<file path="src/rtl/mem_port_arbiter_if.sv">
// Bus bundle for mem_port_arbiter: fetch port, data port and shared memory port.
// "master" is the arbiter's view; "slave" is the requesters' and memory's view.
interface mem_port_arbiter_if #(
  parameter int ADDR_W = 32,
  parameter int DATA_W = 32
);
  logic                  if_req;
  logic [ADDR_W-1:0]     if_addr;
  logic                  if_gnt;
  logic                  if_rvalid;
  logic [DATA_W-1:0]     if_rdata;

  logic                  d_req;
  logic                  d_we;
  logic [ADDR_W-1:0]     d_addr;
  logic [DATA_W-1:0]     d_wdata;
  logic [DATA_W/8-1:0]   d_wstrb;
  logic                  d_gnt;
  logic                  d_rvalid;
  logic [DATA_W-1:0]     d_rdata;

  logic                  m_req;
  logic                  m_we;
  logic [ADDR_W-1:0]     m_addr;
  logic [DATA_W-1:0]     m_wdata;
  logic [DATA_W/8-1:0]   m_wstrb;
  logic                  m_ack;
  logic [DATA_W-1:0]     m_rdata;

  modport master (
    input  if_req, if_addr,
    output if_gnt, if_rvalid, if_rdata,
    input  d_req, d_we, d_addr, d_wdata, d_wstrb,
    output d_gnt, d_rvalid, d_rdata,
    output m_req, m_we, m_addr, m_wdata, m_wstrb,
    input  m_ack, m_rdata
  );

  modport slave (
    output if_req, if_addr,
    input  if_gnt, if_rvalid, if_rdata,
    output d_req, d_we, d_addr, d_wdata, d_wstrb,
    input  d_gnt, d_rvalid, d_rdata,
    input  m_req, m_we, m_addr, m_wdata, m_wstrb,
    output m_ack, m_rdata
  );
endinterface

</file>
<file path="src/rtl/mem_port_arbiter.sv">
// Single-port memory arbiter for fetch vs. load/store: data priority with a fetch
// starvation guard, one access in flight. Define ARB_PERF_CNT_EN for perf counters.
module mem_port_arbiter #(
  parameter int ADDR_W       = 32,
  parameter int DATA_W       = 32,
  parameter int STARVE_LIMIT = 4
) (
  input  logic                  clk,
  input  logic                  rst,
  mem_port_arbiter_if.master    bus,
  output logic                  busy
`ifdef ARB_PERF_CNT_EN
  ,
  output logic [31:0]           perf_conflict_cnt,
  output logic [31:0]           perf_wait_cnt
`endif
);

  localparam int SW    = DATA_W / 8;
  localparam int CNT_W = $clog2(STARVE_LIMIT + 1);
  localparam logic [CNT_W-1:0] LIMIT = CNT_W'(STARVE_LIMIT);

  typedef enum logic [1:0] {IDLE, BUSY_I, BUSY_D} state_t;

  state_t           state, state_nxt;
  logic [CNT_W-1:0] starve_cnt;
  logic             pick_i, pick_d, done;
  logic             conflict;

  assign conflict = (state == IDLE) && bus.if_req && bus.d_req;
  assign busy     = (state != IDLE);

  always_ff @(posedge clk or posedge rst) begin
    if (rst) state <= IDLE;
    else     state <= state_nxt;
  end

  // Data wins a conflict until fetch has lost LIMIT times in a row.
  always_comb begin
    state_nxt = state;
    pick_i    = 1'b0;
    pick_d    = 1'b0;
    done      = 1'b0;
    case (state)
      IDLE: begin
        if (bus.d_req && (!bus.if_req || starve_cnt < LIMIT)) begin
          pick_d    = 1'b1;
          state_nxt = BUSY_D;
        end else if (bus.if_req) begin
          pick_i    = 1'b1;
          state_nxt = BUSY_I;
        end
      end
      BUSY_I, BUSY_D: begin
        if (bus.m_ack) begin
          done      = 1'b1;
          state_nxt = IDLE;
        end
      end
      default: state_nxt = IDLE;
    endcase
  end

  always_ff @(posedge clk or posedge rst) begin
    if (rst) begin
      starve_cnt <= '0;
    end else if (pick_i) begin
      starve_cnt <= '0;
    end else if (pick_d && bus.if_req && starve_cnt < LIMIT) begin
      starve_cnt <= starve_cnt + 1'b1;
    end
  end

  // Memory port: fields captured at the IDLE decision, held until m_ack.
  always_ff @(posedge clk or posedge rst) begin
    if (rst) begin
      bus.m_req   <= 1'b0;
      bus.m_we    <= 1'b0;
      bus.m_addr  <= '0;
      bus.m_wdata <= '0;
      bus.m_wstrb <= '0;
    end else if (pick_d) begin
      bus.m_req   <= 1'b1;
      bus.m_we    <= bus.d_we;
      bus.m_addr  <= bus.d_addr;
      bus.m_wdata <= bus.d_we ? bus.d_wdata : '0;
      bus.m_wstrb <= bus.d_we ? bus.d_wstrb : SW'(0);
    end else if (pick_i) begin
      bus.m_req   <= 1'b1;
      bus.m_we    <= 1'b0;
      bus.m_addr  <= bus.if_addr;
      bus.m_wdata <= '0;
      bus.m_wstrb <= '0;
    end else if (done) begin
      bus.m_req   <= 1'b0;
    end
  end

  // Return path routed to whichever requester owns the access.
  always_ff @(posedge clk or posedge rst) begin
    if (rst) begin
      bus.if_gnt    <= 1'b0;
      bus.d_gnt     <= 1'b0;
      bus.if_rvalid <= 1'b0;
      bus.d_rvalid  <= 1'b0;
      bus.if_rdata  <= '0;
      bus.d_rdata   <= '0;
    end else begin
      bus.if_gnt    <= pick_i;
      bus.d_gnt     <= pick_d;
      bus.if_rvalid <= done && (state == BUSY_I);
      bus.d_rvalid  <= done && (state == BUSY_D);
      if (done && state == BUSY_I) bus.if_rdata <= bus.m_we ? '0 : bus.m_rdata;
      if (done && state == BUSY_D) bus.d_rdata  <= bus.m_we ? '0 : bus.m_rdata;
    end
  end

`ifdef ARB_PERF_CNT_EN
  always_ff @(posedge clk or posedge rst) begin
    if (rst) begin
      perf_conflict_cnt <= '0;
      perf_wait_cnt     <= '0;
    end else begin
      if (conflict)                  perf_conflict_cnt <= perf_conflict_cnt + 32'd1;
      if (bus.m_req && !bus.m_ack)   perf_wait_cnt     <= perf_wait_cnt + 32'd1;
    end
  end
`else
  logic unused_conflict;
  assign unused_conflict = conflict;
`endif

endmodule

</file>
<file path="src/flat_wrapper.sv">
// flat-port wrapper written by rule: the top's interface ports become plain ports
module mem_port_arbiter_flat 
#(
  parameter int ADDR_W       = 32,
  parameter int DATA_W       = 32,
  parameter int STARVE_LIMIT = 4
)
  (clk, rst, busy, bus_if_req, bus_if_addr, bus_if_gnt, bus_if_rvalid, bus_if_rdata, bus_d_req, bus_d_we, bus_d_addr, bus_d_wdata, bus_d_wstrb, bus_d_gnt, bus_d_rvalid, bus_d_rdata, bus_m_req, bus_m_we, bus_m_addr, bus_m_wdata, bus_m_wstrb, bus_m_ack, bus_m_rdata);
  mem_port_arbiter_if #(.ADDR_W(ADDR_W), .DATA_W(DATA_W)) bus_i ();
  input  logic clk;
  input  logic rst;
  output logic busy;
  input wire logic [$bits(bus_i.if_req)-1:0] bus_if_req;
  input wire logic [$bits(bus_i.if_addr)-1:0] bus_if_addr;
  output wire logic [$bits(bus_i.if_gnt)-1:0] bus_if_gnt;
  output wire logic [$bits(bus_i.if_rvalid)-1:0] bus_if_rvalid;
  output wire logic [$bits(bus_i.if_rdata)-1:0] bus_if_rdata;
  input wire logic [$bits(bus_i.d_req)-1:0] bus_d_req;
  input wire logic [$bits(bus_i.d_we)-1:0] bus_d_we;
  input wire logic [$bits(bus_i.d_addr)-1:0] bus_d_addr;
  input wire logic [$bits(bus_i.d_wdata)-1:0] bus_d_wdata;
  input wire logic [$bits(bus_i.d_wstrb)-1:0] bus_d_wstrb;
  output wire logic [$bits(bus_i.d_gnt)-1:0] bus_d_gnt;
  output wire logic [$bits(bus_i.d_rvalid)-1:0] bus_d_rvalid;
  output wire logic [$bits(bus_i.d_rdata)-1:0] bus_d_rdata;
  output wire logic [$bits(bus_i.m_req)-1:0] bus_m_req;
  output wire logic [$bits(bus_i.m_we)-1:0] bus_m_we;
  output wire logic [$bits(bus_i.m_addr)-1:0] bus_m_addr;
  output wire logic [$bits(bus_i.m_wdata)-1:0] bus_m_wdata;
  output wire logic [$bits(bus_i.m_wstrb)-1:0] bus_m_wstrb;
  input wire logic [$bits(bus_i.m_ack)-1:0] bus_m_ack;
  input wire logic [$bits(bus_i.m_rdata)-1:0] bus_m_rdata;
  assign bus_i.if_req = bus_if_req;
  assign bus_i.if_addr = bus_if_addr;
  assign bus_if_gnt = bus_i.if_gnt;
  assign bus_if_rvalid = bus_i.if_rvalid;
  assign bus_if_rdata = bus_i.if_rdata;
  assign bus_i.d_req = bus_d_req;
  assign bus_i.d_we = bus_d_we;
  assign bus_i.d_addr = bus_d_addr;
  assign bus_i.d_wdata = bus_d_wdata;
  assign bus_i.d_wstrb = bus_d_wstrb;
  assign bus_d_gnt = bus_i.d_gnt;
  assign bus_d_rvalid = bus_i.d_rvalid;
  assign bus_d_rdata = bus_i.d_rdata;
  assign bus_m_req = bus_i.m_req;
  assign bus_m_we = bus_i.m_we;
  assign bus_m_addr = bus_i.m_addr;
  assign bus_m_wdata = bus_i.m_wdata;
  assign bus_m_wstrb = bus_i.m_wstrb;
  assign bus_i.m_ack = bus_m_ack;
  assign bus_i.m_rdata = bus_m_rdata;
  mem_port_arbiter #(.ADDR_W(ADDR_W), .DATA_W(DATA_W), .STARVE_LIMIT(STARVE_LIMIT)) u_core (.clk(clk), .rst(rst), .bus(bus_i), .busy(busy));
endmodule
</file>
<file path="config.mk">
export PLATFORM = sky130hd
export DESIGN_NAME = mem_port_arbiter_flat
export DESIGN_NICKNAME = d
export VERILOG_FILES = /design/src/rtl/mem_port_arbiter_if.sv /design/src/rtl/mem_port_arbiter.sv /design/src/flat_wrapper.sv
export SDC_FILE = /design/constraint.sdc
export NUM_CORES = 1
export LEC_CHECK = 0
export ABC_AREA = 1
export CAP_MARGIN = 10
export CELL_PAD_IN_SITES_DETAIL_PLACEMENT = 1
export CELL_PAD_IN_SITES_GLOBAL_PLACEMENT = 2
export CORE_ASPECT_RATIO = 0.8
export CORE_MARGIN = 1.5
export CORE_UTILIZATION = 23
export DETAILED_ROUTE_END_ITERATION = 12
export MAX_ROUTING_LAYER = met4
export PLACE_DENSITY = 0.8
export RECOVER_POWER = 100
export SLEW_MARGIN = 5
export SYNTH_ARGS = -nofsm -noshare
export SYNTH_HDL_FRONTEND = slang
export SYNTH_SLANG_ARGS = --single-unit
export TNS_END_PERCENT = 10
</file>
<file path="constraint.sdc">
create_clock -name clk -period 4.9 [get_ports clk]
set_clock_uncertainty 0.1 [all_clocks]
set_input_delay 0.49 -clock clk [delete_from_list [all_inputs] [get_ports clk]]
set_output_delay 0.49 -clock clk [all_outputs]
set_load 0.01 [all_outputs]
</file>
== Word level (Yosys, flattened, before mapping) ==
Cells that the tools add are included.
Operators by class
  add/sub/neg operators: 1
  $lt $le $gt $ge: 1
  equality and inequality tests: 4
  muxes and demuxes: 27
  reduce and logical (&&, ||, !) cells: 14
Operators with widths (number)
  $mux 32: 6
  $mux 1: 12
  $mux 4: 3
  $mux 2: 3
  $mux 3: 2
  $reduce_bool 2->1: 3
  $logic_and 1x1->1: 5
  $pmux 2 s2: 1
  $add 3x1->3 const B: 1
  $lt 3x3->1 const B: 1
  $ne 3x3->1 const B: 1
  $reduce_bool 3->1: 1
  $eq 2x1->1 const B: 1
  $eq 2x2->1 const B: 1
  $logic_not 2->1: 1
  $ne 2x2->1 const B: 1
  $reduce_and 2->1: 1
  $reduce_or 2->1: 1
  $logic_not 1->1: 1
  $logic_or 1x1->1: 1
Word-level totals
  register bits: 143
  input port bits: 138
  output and inout bits: 139
  word-level logic and storage cells: 60

== Logic depth before layout (Yosys ltp) ==
Gate-level depths: netlist of the first run.
  word-level depth: 9
  depth in mapped cells: 9
  mapped depth without buffers: 7

== Worst setup path before layout of the first run ==
No wires, ideal clock.
  path type: flip-flop to flip-flop
  start: register u_core.state[0]
  end: register u_core.bus.m_wdata[10]
  data arrival time: 1.279 ns
  required time: 4.683 ns
  slack: 3.403 ns
  stages on the path, launching flop included: 9
  buffers on the path: 3
  clock period less this slack: 1.497 ns
  path through: dfrtp_1 -> inv_1 -> ha_1 -> buf_4 -> nand3_4 -> buf_4 -> buf_2 -> nand3_1 -> nand2_1
On the way
  word-level cells in the longest chain between the ends: 3
Ends and longest elaborated chain
  start, declared: line mem_port_arbiter.sv:25  | state_t state, state_nxt;
  start signal, assigned: line mem_port_arbiter.sv:35  | else state <= state_nxt;
  $logic_not 2->1 *: line mem_port_arbiter.sv:44  | case (state)
  $mux 1: line mem_port_arbiter.sv:44
  $mux 32 / $reduce_bool 2->1 (equally long branches)
  end signal, assigned: line mem_port_arbiter.sv:86  | bus.m_wdata <= bus.d_we ? bus.d_wdata : '0;
  end, declared: line mem_port_arbiter_if.sv:35  | output m_req, m_we, m_addr, m_wdata, m_wstrb,
Mark *: on every way between the ends. The rest lies on a longest branch, timed or not.
A chain may end at the register's enable or synchronous reset.

==> results.toml, run 1 <==
[floorplan]
core_mm2 = 0.0274
dieArea_mm2 = 0.0290
initial_utilization = 0.235
row_count = 54
ios = 277
fp.dieW_um = 190
die_y_um = 153

[global_routing]
globalRouteMet2Util = 0.265
grt_use_met1 = 0.217
grt-ovfl-total = 0
grt_max_degree = 77
grt_pass1_wl_um = 37700
grt_pass1_vias = 6717
grtUsageTotal = 0.173
grt-busiest-layer = "met2"
gr-usage-met3 = 0.0638
antenna_found_initial = 0

[timing]
finalCritPeriodShare = 0.688
finalSetupViolCount = 0
worst_pin_slew_ns = 3.04
finalSetupTns_ns = 0
worst_slack_ns = 1.53
report.final.slew_viol_count = 144
fin_hold_ws_ns = 0.371
min_period_ns = 3.37
slew_headroom = -1.03
hold_viol_final = 0
fmax_ghz = 0.297
rsz0062_at_grt = "false"

[placement]
place_area_mm2 = 0.00947
portBuffers = 276
place_ws_ns = 1.61
place_congestion = 0.789
dpl.hpwl_um = 16200

[yosys]
synth_warnings = 0
syn-num-nets = 945
yosys.cell_types.count = 19
synth_cells = 803
synth_edf_count = 0
synth-async-reset-ratio = 1.00
synth.cell_area_mm2 = 0.00643
synth-main-ff-cell = "dfrtp_1"
syn_area_per_cell_um2 = 8.01
synth_seq_cells = 143
ys_seq_area_frac = 0.556

[cts]
post_cts_buffers = 0
path_clk_slew_ns = 0.06
cts_resized = 0
cts.sinks = 143
hold_buffers = 0
clockBufferDepth = 2
cts_made_buffers = 17
cts_max_level = 4
tritoncts = "done"
cts_root_buffer = "clkbuf_16"
clkLatencyLatePin_ns = 0.42

[final_layout]
final_common_cell = "nand2_1"
nNetsFinal = 1197
regArea_mm2 = 0.00358
diodes = 0
synthToLayoutAreaGrowth_pct = 56.0
multi_input_area_mm2 = 0.00238
final_cell_mix = "nand2_1, dfrtp_1, dlygate4sd3_1"
layout-drive-gt1-share = 0.0412
design_area_mm2 = 0.0100
fillerInstances = 3225

[power]
p_leak_nw = 5.26
vdd_drop_max_uv = 218
totalPowerFinal_w = 0.00573
power_density_mw_per_mm2 = 572

[worst_setup_path]
critPathRequiredTime_ns = 5.33
arrival_ns = 3.80
crit_fanout = 76
startpoint_type = "input pin"
critical_path_class = "in -> async"
end_kind = "asynchronous set/reset pin"

[routing]
ant_nets = 0
dr.pass1.iters = 4
vias = 6182
vias_per_cell = 4.32
routed_wl_um = 23300
drtIter0Drc = 258
wl_per_cell_um = 16.3
drcViolationCount = 0

[worst_hold_path]
hp-class = "reg -> reg"

[status]
outcome = "finished with violations"
violations = "max-capacitance violations, max-slew violations"

[job]
drv_cap = 3
## sequential cells by signal (all words and copies together) (netlist names), 2 cells and up
name,cells
u_core.bus.d_rdata,32
u_core.bus.m_wstrb,4
u_core.bus.m_wdata,32
u_core.starve_cnt,3
u_core.bus.if_rdata,32
u_core.bus.m_addr,32
u_core.state,2
## layer usage
layer	share of wire	wire, um
met4	0.0071	165
met2	0.44	10300
met5	0	0
met1	0.46	10800
met3	0.091	2130
## critical path: stages
cell and delay, ns:
clkdlybuf4s50_1 0.40, inv_1 2.12, buf_4 0.71
## cells by family (layout without fill, tap and decap cells)
family                     after synthesis  count (layout)  synth area share
and+or+nand+nor                        523             523             0.338
DFF                                    143             143             0.556
buffers and inverters                  100             365            0.0700
AOI/OAI and AO/OA                       33              33            0.0274
adders and majority gates                4               4           0.00778
## final timing paths
path	slack (ns)	depth (start not counted)	to	start
hold / removal	0.37	2	u_core.bus.d_rdata[21]	u_core.bus.d_rdata[21]
min in group asynchronous	1.37	2	u_core.bus.d_rdata[6]	rst
hold reg to reg	0.37	2	u_core.bus.d_rdata[21]	u_core.bus.d_rdata[21]
max in group clk	1.61	7	u_core.bus.m_wdata[4]	bus_if_req
setup / recovery	1.53	3	u_core.bus.if_rdata[9]	rst
setup reg to reg	1.64	6	u_core.bus.m_wdata[4]	u_core.state[0]
## power breakdown
| part | total (W) | switching (W) | internal (W) |
|---|---|---|---|
| clock | 0.00134 | 0.000518 | 0.000824 |
| combinational | 0.00247 | 0.00139 | 0.00107 |
| sequential | 0.00193 | 0.000255 | 0.00167 |
| total | 0.00573 | 0.00217 | 0.00357 |
## metrics by stage
| stage | instances | util |
|---|---|---|
| floorplan | 803 | - |
| global placement | 1400 | 0.346 |
| detailed placement | 1400 | 0.346 |
| CTS | 1432 | 0.368 |
| global route | 1432 | 0.367 |
| finish | 1432 | 0.367 |
## layout make-up
| type | count | share of cell area |
|---|---|---|
| Inverter | 45 | 0.0168 |
| Tap cell | 364 | 0.0454 |
| Clock inverter | 11 | 0.0138 |
| Sequential cell | 143 | 0.357 |
| Clock buffer | 21 | 0.0459 |
| Multi-Input combinational cell | 560 | 0.238 |
| Timing Repair Buffer | 288 | 0.284 |
## synth_stat cells (4+ instances only)
master	instances	area share
nand2_1	379	0.22
buf_2	24	0.019
nand3_1	74	0.058
dfrtp_1	143	0.56
nor2_1	32	0.019
clkbuf_1	20	0.012
nand4_1	32	0.031
ha_1	4	0.0078
o21ai_0	32	0.025
inv_1	45	0.026
buf_4	10	0.012
(Power assumes the default switching activity.)
==> run 2, diff against run 1 <==
Settings changed: CORE_UTILIZATION 23 to 21, PLACE_DENSITY 0.8 to 0.77.
Clock period 4.9 ns to 3 ns, I/O delays scaled along.
==> run 2 against run 1 <==
  * Sequential power up 62%
  * Worst setup slack lost 0.97 ns
  * The run still ends with max-capacitance violations, max-slew violations left
  * Largest power group unchanged
  * Combinational power rose by 66%
  * Via count is 0.50% higher
==> results.toml, run 2 (synthesized netlist as in run 1, its figures left out) <==
[global_routing]
grt-ovfl-total = 0
grt-busiest-layer = "met2"
antenna_found_initial = 1
grt_use_met1 = 0.202
gr-usage-met3 = 0.0627
grt_pass1_vias = 6666
grt_pass1_wl_um = 37500
grtUsageTotal = 0.157
globalRouteMet2Util = 0.232
grt_max_degree = 104

[routing]
drcViolationCount = 0
wl_per_cell_um = 15.8
ant_nets = 0
routed_wl_um = 23500
vias_per_cell = 4.17
vias = 6213
drtIter0Drc = 206
dr.pass1.iters = 4

[cts]
cts_max_level = 4
cts_resized = 0
tritoncts = "done"
cts.sinks = 143
hold_buffers = 0
post_cts_buffers = 0
cts_made_buffers = 17
path_clk_slew_ns = 0.06
clkLatencyLatePin_ns = 0.42
clockBufferDepth = 2
cts_root_buffer = "clkbuf_16"

[placement]
place_congestion = 0.765
place_inst = 1457
portBuffers = 276
dpl.hpwl_um = 16200

[final_layout]
multi_input_area_mm2 = 0.00238
layout-drive-gt1-share = 0.0493
nNetsFinal = 1205
regArea_mm2 = 0.00358
synthToLayoutAreaGrowth_pct = 57.5
final_cell_mix = "nand2_1, dfrtp_1, dlygate4sd3_1"
final_common_cell = "nand2_1"
layoutNonFillerInstCount = 1490
finish.utilization = 0.335
fillerInstances = 3630

[worst_setup_path]
r2r_cells = 7
path_cells = "inv_1 -> ha_1 -> nand2_1 -> inv_1 -> clkbuf_1 -> nand2_1 -> nand2_1"
slowest_delay_ns = 1.23
end_kind = "flip-flop"
critPathRequiredTime_ns = 3.25
timing.rr.end = "u_core.bus.d_rdata[5]"
crit_path_start = "u_core.state[0]"
r2r_slack_ns = 0.56
crit_slowest_cell = "clkbuf_1"
critical_path_class = "reg -> reg"
rr_startpoint = "u_core.state[0]"
arrival_ns = 2.69
crit_path_frequent_cell = "nand2_1"
crit_fanout = 33
startpoint_type = "flip-flop"

[floorplan]
fp.dieW_um = 199
initial_utilization = 0.213
core_mm2 = 0.0302
die_y_um = 160
dieArea_mm2 = 0.0317
ios = 277
row_count = 57

[worst_hold_path]
whs_endpoint = "u_core.bus.m_wdata[22]"
hp-class = "in -> reg"
hold_path_depth = 3
hp-start = "bus_d_wdata[22]"

[timing]
hold_viol_final = 0
finalSetupTns_ns = 0
fmax_ghz = 0.409
worst_pin_slew_ns = 1.73
slew_headroom = -0.156
min_period_ns = 2.44
finalCritPeriodShare = 0.814
rsz0062_at_grt = "false"
report.final.slew_viol_count = 100
fin_hold_ws_ns = 0.318
finalSetupViolCount = 0

[power]
p_leak_nw = 5.28
vdd_drop_max_uv = 370
power_density_mw_per_mm2 = 910

[status]
outcome = "finished with violations"
violations = "max-capacitance violations, max-slew violations"

[job]
drv_cap = 2
run 2: final cells by class:
class	instances	area share
inverter	45	0.0168
antenna	1	0.000247
clock buffer	23	0.0472
multi-input combinational	560	0.235
tap	413	0.0510
sequential	143	0.353
clock inverter	9	0.00593
timing repair buffer	296	0.291
run 2: metal layers:
layer | up-vias | wire, um
met5 | - | 0
met4 | 0 | 165
met3 | 12 | 2190
met2 | 189 | 10200
met1 | 2974 | 11000
li1 | 3038 | -
run 2: how the worst max path moves through the flow:
stage / endpoint / slack [ns] / cells past startpoint
2_1_floorplan: u_core.bus.d_gnt / 0.81 / 1
3_3_place_gp: u_core.bus.m_wdata[9] / 0.57 / 7
3_5_place_dp: u_core.bus.m_wdata[2] / 0.50 / 7
4_1_cts: busy / 0.56 / 4
5_1_grt: u_core.bus.d_rdata[16] / 0.24 / 7
6_report: u_core.bus.d_rdata[5] / 0.56 / 7
run 2: per-stage QoR:
stage                     worst slack (ns)  area [um2]  total power, W
final                                0.557       10100         0.00922
after global routing                 0.241       10100          0.0100
after CTS                            0.562       10200         0.00977
after detailed placement             0.496        9630         0.00770
after global placement               0.566        9630         0.00762
after floorplan                      0.809        6430         0.00518
run 2: power by group:
group	leakage, nW	switching (W)	total (W)	internal, W
logic	3.18	0.00231	0.00411	0.00180
clock network	0.259	0.000861	0.00198	0.00112
registers	1.84	0.000400	0.00313	0.00273
total	5.28	0.00357	0.00922	0.00565
run 2: critical path: cells and delay by family (launching register included):
| kind | cells | cell delay [ns] |
|---|---|---|
| buf+inv | 3 | 1.37 |
| flops | 1 | 0.40 |
| fa+ha+maj | 1 | 0.15 |
| simple gates | 3 | 0.32 |
==> run 3, diff against run 2 <==
Settings changed: CORE_UTILIZATION 21 to 23, PLACE_DENSITY 0.77 to 0.8.
Clock period 3 ns to 2.3 ns, I/O delays scaled along.
==> run 3 against run 2 <==
  * The flow now finishes without violations
  * Worst hold slack worse by 0.083 ns
  * Register-to-register slack got worse by 0.28 ns
  * Largest power group unchanged
  * Via count up 1.1%
  * Core utilization up 3.5 points
  * Largest cell class unchanged
==> results.toml, run 3 (synthesized netlist as in run 1, its figures left out) <==
[status]
outcome = "completed"

[global_routing]
grt_pass1_vias = 6615
grt_max_degree = 103
grtUsageTotal = 0.174
antenna_found_initial = 0
grt_pass1_wl_um = 37500
grt-ovfl-total = 0

[worst_setup_path]
slowest_delay_ns = 0.59
rr_startpoint = "u_core.state[1]"
crit_fanout = 6
r2r_slack_ns = 0.28
r2r_cells = 8
critical_path_class = "reg -> out"
path_cells = "inv_1 -> ha_4 -> inv_1 -> clkdlybuf4s50_1"
critPathBufInv = 3
crit_slowest_cell = "clkdlybuf4s50_1"
crit_path_frequent_cell = "inv_1"
arrival_ns = 1.80
critPathRequiredTime_ns = 1.97
critPathTopFamily = "buffers and inverters"
timing.rr.end = "u_core.bus.m_addr[9]"
end_kind = "output pin"
startpoint_type = "flip-flop"

[cts]
path_clk_slew_ns = 0.06
tritoncts = "done"
clkLatencyLatePin_ns = 0.43
cts_made_buffers = 17
cts_root_buffer = "clkbuf_16"
post_cts_buffers = 0
hold_buffers = 0
cts.sinks = 143
clockBufferDepth = 2
cts_max_level = 4

[routing]
drcViolationCount = 0
dr.pass1.iters = 4
vias = 6279
vias_per_cell = 4.36
routed_wl_um = 23900
ant_nets = 0
drtIter0Drc = 287
wl_per_cell_um = 16.6

[power]
power_density_mw_per_mm2 = 1220
vdd_drop_max_uv = 472
p_leak_nw = 5.30

[final_layout]
final_cell_mix = "nand2_1, dfrtp_1, dlygate4sd3_1"
nNetsFinal = 1205
synthToLayoutAreaGrowth_pct = 57.6
multi_input_area_mm2 = 0.00240
fillerInstances = 3214
layout-drive-gt1-share = 0.0539
regArea_mm2 = 0.00358
final_common_cell = "nand2_1"
finish.utilization = 0.371
diodes = 0

[timing]
hold_viol_final = 0
finalSetupViolCount = 0
rsz0062_at_grt = "false"
worst_pin_slew_ns = 1.49
slew_headroom = 0.00976
report.final.slew_viol_count = 0
min_period_ns = 2.13
fmax_ghz = 0.469
finalSetupTns_ns = 0
finalCritPeriodShare = 0.928

[floorplan]
row_count = 54
ios = 277
initial_utilization = 0.235
die_y_um = 153
core_mm2 = 0.0274
fp.dieW_um = 190
dieArea_mm2 = 0.0290

[job]
drv_cap = 0

[worst_hold_path]
hp-class = "in -> reg"
hp-start = "bus_d_wdata[24]"
whs_endpoint = "u_core.bus.m_wdata[24]"
hold_path_depth = 3

[placement]
place_congestion = 0.766
portBuffers = 276
dpl.hpwl_um = 16500
==> run 3: how the worst max path moves through the flow <==
| stage | slack [ns] | end | start | cells after the start |
|---|---|---|---|---|
| floorplan | 0.18 | u_core.bus.d_gnt | rst | 1 |
| global placement | 0.44 | u_core.bus.m_addr[6] | bus_if_req | 7 |
| detailed placement | 0.38 | u_core.bus.m_addr[6] | bus_if_req | 7 |
| CTS | 0.05 | busy | u_core.state[0] | 4 |
| global route | 0.02 | u_core.bus.if_rdata[14] | u_core.state[1] | 7 |
| finish | 0.17 | busy | u_core.state[1] | 4 |
==> run 3: what timing repair did <==
item                                    4_1_cts  5_1_grt
endpoints found under the setup margin        1        1
gates resized for setup                       1        1
hold endpoints to repair                      0        0
gates cloned                                  0        0
==> run 3: where the power goes <==
group	switching (W)	internal, W	total (W)
clock network	0.00113	0.00170	0.00284
logic	0.00300	0.00240	0.00539
registers	0.000549	0.00356	0.00411
==> run 3: metal layers <==
layer / global-route usage / part of all wire / wire, um
met1: 0.222 / 0.46 / 11100
met2: 0.254 / 0.43 / 10400
met3: 0.0709 / 0.092 / 2200
met4: 0.0450 / 0.011 / 272
met5: - / 0 / 0
==> run 3: final cells by class <==
| type | count | share of cell area |
|---|---|---|
| clock inverters | 10 | 0.0109 |
| multi-input cells | 560 | 0.236 |
| well taps | 364 | 0.0449 |
| repair buffers | 296 | 0.290 |
| clock buffers | 22 | 0.0478 |
| flip-flops and latches | 143 | 0.353 |
| inverters | 45 | 0.0170 |
==> run 3: stage by stage <==
step	cell area [um2]	std cells	worst slack (ns)	hold WS [ns]	power, W
after floorplan	6430	803	0.179	0.247	0.00676
after global placement	9600	1408	0.438	0.363	0.0100
after global routing	10100	1440	0.0206	0.226	0.0133
after CTS	10200	1440	0.0500	0.207	0.0130
final	10100	1440	0.167	0.234	0.0123
after detailed placement	9600	1408	0.379	0.368	0.0101
==> run 3: worst register-to-register path, stage by stage, from the launching register on <==
cell      delay (ns)
dfrtp_1         0.37
inv_1           0.10
ha_4            0.19
nand3_1         0.22
clkbuf_4        0.64
nand2_1         0.15
nand2_1         0.10
nand2_1         0.05
nand2_1         0.05
